==> config.mk <==
export PLATFORM = sky130hd
export DESIGN_NAME = entry_buffer
export DESIGN_NICKNAME = d
export VERILOG_FILES = /design/src/rtl/lock_pkg.sv /design/src/rtl/entry_buffer.sv
export SDC_FILE = /design/constraint.sdc
export NUM_CORES = 1
export LEC_CHECK = 0
export ABC_CLOCK_PERIOD_IN_PS = 3650
export BUFFER_PORTS_ARGS = -buffer_cell sky130_fd_sc_hd__buf_4
export CORE_ASPECT_RATIO = 1.25
export CORE_MARGIN = 3
export CORE_UTILIZATION = 55
export CTS_BUF_LIST = sky130_fd_sc_hd__clkbuf_4 sky130_fd_sc_hd__clkbuf_8
export DETAILED_ROUTE_END_ITERATION = 10
export PLACE_DENSITY = 0.85
export SETUP_SLACK_MARGIN = 0.2
export SYNTH_ARGS = -nofsm -noshare
export SYNTH_HDL_FRONTEND = slang
export SYNTH_SLANG_ARGS = --single-unit
==> constraint.sdc <==
create_clock -name clk -period 3.65 [get_ports clk]
set_input_delay 0.1825 -clock clk [delete_from_list [all_inputs] [get_ports clk]]
set_output_delay 0.1825 -clock clk [all_outputs]
set_load 0.1 [all_outputs]
==> src/rtl/lock_pkg.sv <==
// Shared definitions for the six-digit keypad lock: key codes, FSM states and
// the default passcode length.
package lock_pkg;

    localparam int LOCK_DIGITS = 6;

    localparam logic [3:0] KEY_BKSP = 4'hA;
    localparam logic [3:0] KEY_OK   = 4'hB;
    localparam logic [3:0] KEY_LOCK = 4'hC;
    localparam logic [3:0] KEY_CHG  = 4'hD;

    typedef enum logic [1:0] {
        ENTRY    = 2'd0,
        UNLOCKED = 2'd1,
        SET_PW   = 2'd2,
        ALARM    = 2'd3
    } state_e;

endpackage

==> src/rtl/entry_buffer.sv <==
// BCD entry shift register with digit counter; newest digit lands in the low
// nibble, backspace drops it again. clear wins over push, push over pop.
module entry_buffer
    import lock_pkg::*;
#(
    parameter int DIGITS = LOCK_DIGITS
) (
    input  logic                           clk,
    input  logic                           rst_n,
    input  logic                           push,
    input  logic [3:0]                     digit,
    input  logic                           pop,
    input  logic                           clear,
    output logic [4*DIGITS-1:0]            buffer,
    output logic [$clog2(DIGITS+1)-1:0]    count,
    output logic                           full
);

    localparam int CW = $clog2(DIGITS + 1);
    localparam logic [CW-1:0] CNT_MAX = CW'(DIGITS);

    assign full = (count == CNT_MAX);

    always_ff @(posedge clk) begin
        if (!rst_n) begin
            buffer <= '0;
            count  <= '0;
        end else if (clear) begin
            buffer <= '0;
            count  <= '0;
        end else if (push && !full) begin
            buffer <= {buffer[4*DIGITS-5:0], digit};
            count  <= count + CW'(1);
        end else if (pop && (count != '0)) begin
            buffer <= buffer >> 4;
            count  <= count - CW'(1);
        end
    end

endmodule

==> results.py <==
metrics = {
    "setup_path": {
        "critPathBufInv": 2,
        "critPathCaptureType": "register",
        "arrival_ns": 2.49,
        "critPathKind": "register to register",
        "cp_slowest_cell": "dfxtp_1",
        "crit_path_max_incr_delay_ns": 0.46,
        "cp_max_fo": 41,
        "rr_startpoint": "count[2]$_SDFFE_PP0P_",
        "cp_top_family": "simple AND/OR/NAND/NOR gates",
        "cp.required_ns": 3.87,
        "path_cells": "nand3b_1 > nand2_1 > buf_4 > inv_2 > fa_1 > nor3_1 > o21ai_1 > nor3b_1",
        "cp-start-kind": "register",
        "startpoint": "count[2]$_SDFFE_PP0P_",
    },
    "clock_tree": {
        "clockRootBuffer": "clkbuf_4",
        "htreeDepth": 1,
        "cts_sinks": 27,
        "cts_resized": 0,
        "path_clk_slew_ns": 0.14,
        "cts.path.max_buffers": 2,
        "clk_latency_ns": 0.32,
        "numCtsBuffers": 3,
        "tritoncts": "built",
        "hold_buffers": 0,
        "cts_setup_buffers": 0,
    },
    "finish": {
        "postLayoutCoreUtil_pct": 77.8,
        "antenna_cells": 0,
        "fillerInstances": 140,
        "layout_commonest_cell": "nand2_1",
        "drive_gt1_share_pct": 25.7,
        "multi_input_area_um2": 561,
        "final_cell_mix": "nand2_1, buf_4, dfxtp_1",
        "regArea_um2": 541,
        "nets": 190,
        "area_growth_syn_to_layout_pct": 25.8,
    },
    "pwr": {
        "pwr_density_cell_nw_per_um2": 411,
        "ir_drop_mv": 0.264,
        "p_leak_nw": 0.566,
    },
    "hold_path": {
        "hold_start": "digit[3]",
        "worstHoldPathType": "input port to register",
    },
    "timing": {
        "setup_viol_count_final": 0,
        "max-slew-margin-rel_pct": 17.5,
        "hold_violations": 0,
        "layout_setup_ws_ns": 1.38,
        "slew_viol_final": 0,
        "fmax_mhz": 441,
        "timing.final.crit_share_pct": 62.1,
        "setup_tns_ns": 0,
        "whs_ns": 0.144,
        "period_needed_ns": 2.27,
        "grt_setup_unrepaired": "no",
        "worst_pin_slew_ns": 1.23,
        "skew_ns": 0.00410,
    },
    "detailed_routing": {
        "avgRoutedWirePerCell_um": 13.6,
        "via_per_inst": 5.72,
        "route.detailed.drc": 0,
        "wl_mm": 2.68,
        "final_antenna_net_count": 0,
        "dr.pass1.iters": 4,
        "num_vias": 1132,
        "drt_iter0_drc": 22,
    },
    "logic_synthesis": {
        "synth.distinct_cells": 22,
        "yosysWarnings": 0,
        "yosysTopAreaCell": "dfxtp_1",
        "ys_seq_elements": 27,
        "seq_area_frac_synth_pct": 46.7,
        "synthesis.area_um2": 1160,
        "netlist_instances": 147,
        "synth_fp_nets": 157,
        "syn_avg_cell_area_um2": 7.87,
        "synth_top_area_share_pct": 46.7,
        "yosys-top-cells-area": "dfxtp_1, nand2_1, a31oi_1, o21ai_1, a22oi_1",
    },
    "grt": {
        "grt_first_pass_wirelength_mm": 4.56,
        "grt_pass1_vias": 1072,
        "track_usage_pct": 22.2,
        "grt_overflow": 0,
        "grt_max_degree": 42,
        "antenna_found_initial": 0,
    },
    "flow_run": {
        "max_cap_violations": 0,
    },
    "placement": {
        "dp_worst_setup_slack_ns": 1.41,
        "place_congestion": 0.736,
        "hpwl_mm": 1.87,
        "portBuffers": 36,
    },
    "die": {
        "dieArea_um2": 2690,
        "std_cell_rows": 17,
        "start_util_pct": 61.8,
        "core-area_um2": 1870,
        "die_x_um": 47.0,
        "die_h_um": 57.3,
        "ios": 37,
    },
    "outcome": {
        "outcome": "completed",
    },
}
-- area by class of cell --
type / count / area share, %
clock buffer: 3 / 1.55
clock inverter: 1 / 0.344
inverter: 5 / 1.29
multi-input combinational: 105 / 38.5
sequential: 27 / 37.1
tap: 19 / 1.63
timing repair buffer: 38 / 19.6
-- metal layers --
layer  share of wire (%)  global-route usage (%)  vias to the layer above
met4                0.63                    5.93                        0
met1                  43                    27.4                      512
met5                   0                       0                        -
met2                  50                    38.8                       40
met3                 6.1                    2.84                        2
li1                    -                       -                      578
-- per-stage QoR --
| step | instances | instance area (um2) | total power (W) |
|---|---|---|---|
| 2_1_floorplan | 147 | 1160 | 0.000444 |
| 3_5_place_dp | 194 | 1430 | 0.000479 |
| 4_1_cts | 198 | 1460 | 0.000604 |
| 6_report | 198 | 1460 | 0.000599 |
| 3_3_place_gp | 194 | 1430 | 0.000475 |
| 5_1_grt | 198 | 1460 | 0.000623 |
-- power breakdown --
| group | internal, W | switching (W) | total (W) |
|---|---|---|---|
| sequential | 0.000305 | 0.0000113 | 0.000317 |
| combinational | 0.0000366 | 0.000120 | 0.000156 |
| clock | 0.0000410 | 0.0000852 | 0.000126 |
-- cells in the mapped netlist --
cell	instances
a211oi_1	1
a21oi_4	1
a22oi_1	4
a31oi_1	20
buf_2	4
clkbuf_1	6
dfxtp_1	27
fa_1	1
inv_1	3
inv_2	2
nand2_1	41
nand2b_1	1
nand3b_1	1
nor2_1	5
nor2b_1	2
nor3_1	2
nor3b_1	1
o211a_1	1
o21ai_1	21
o31a_1	1
o31ai_1	1
xnor2_1	1
-- logic make-up after synthesis --
kind of cell / count (synthesis) / share of synthesized area [%]
flops: 27 / 46.7
compound gates: 50 / 26.8
simple gates: 53 / 18.7
xor+xnor: 1 / 0.757
buf+inv: 15 / 5.30
fa+ha+maj: 1 / 1.73
-- sequential cells by signal, indices dropped and copies added (netlist names) --
name and cells:
buffer 24, count 3
-- worst min-delay path: stages --
cell     delay [ns]
buf_4          0.08
o21ai_1        0.06
a31oi_1        0.12
-- path summary, 6_finish.rpt --
path	endpoint	slack (ns)	cells after the start
worst max-delay path	count[2]$_SDFFE_PP0P_	1.38	8
worst min-delay path	buffer[3]$_SDFFE_PP0P_	0.14	3
worst max register to register	count[2]$_SDFFE_PP0P_	1.38	8
worst min register to register	buffer[17]$_SDFFE_PP0P_	0.50	2
Power figures use the tool's default switching activity.
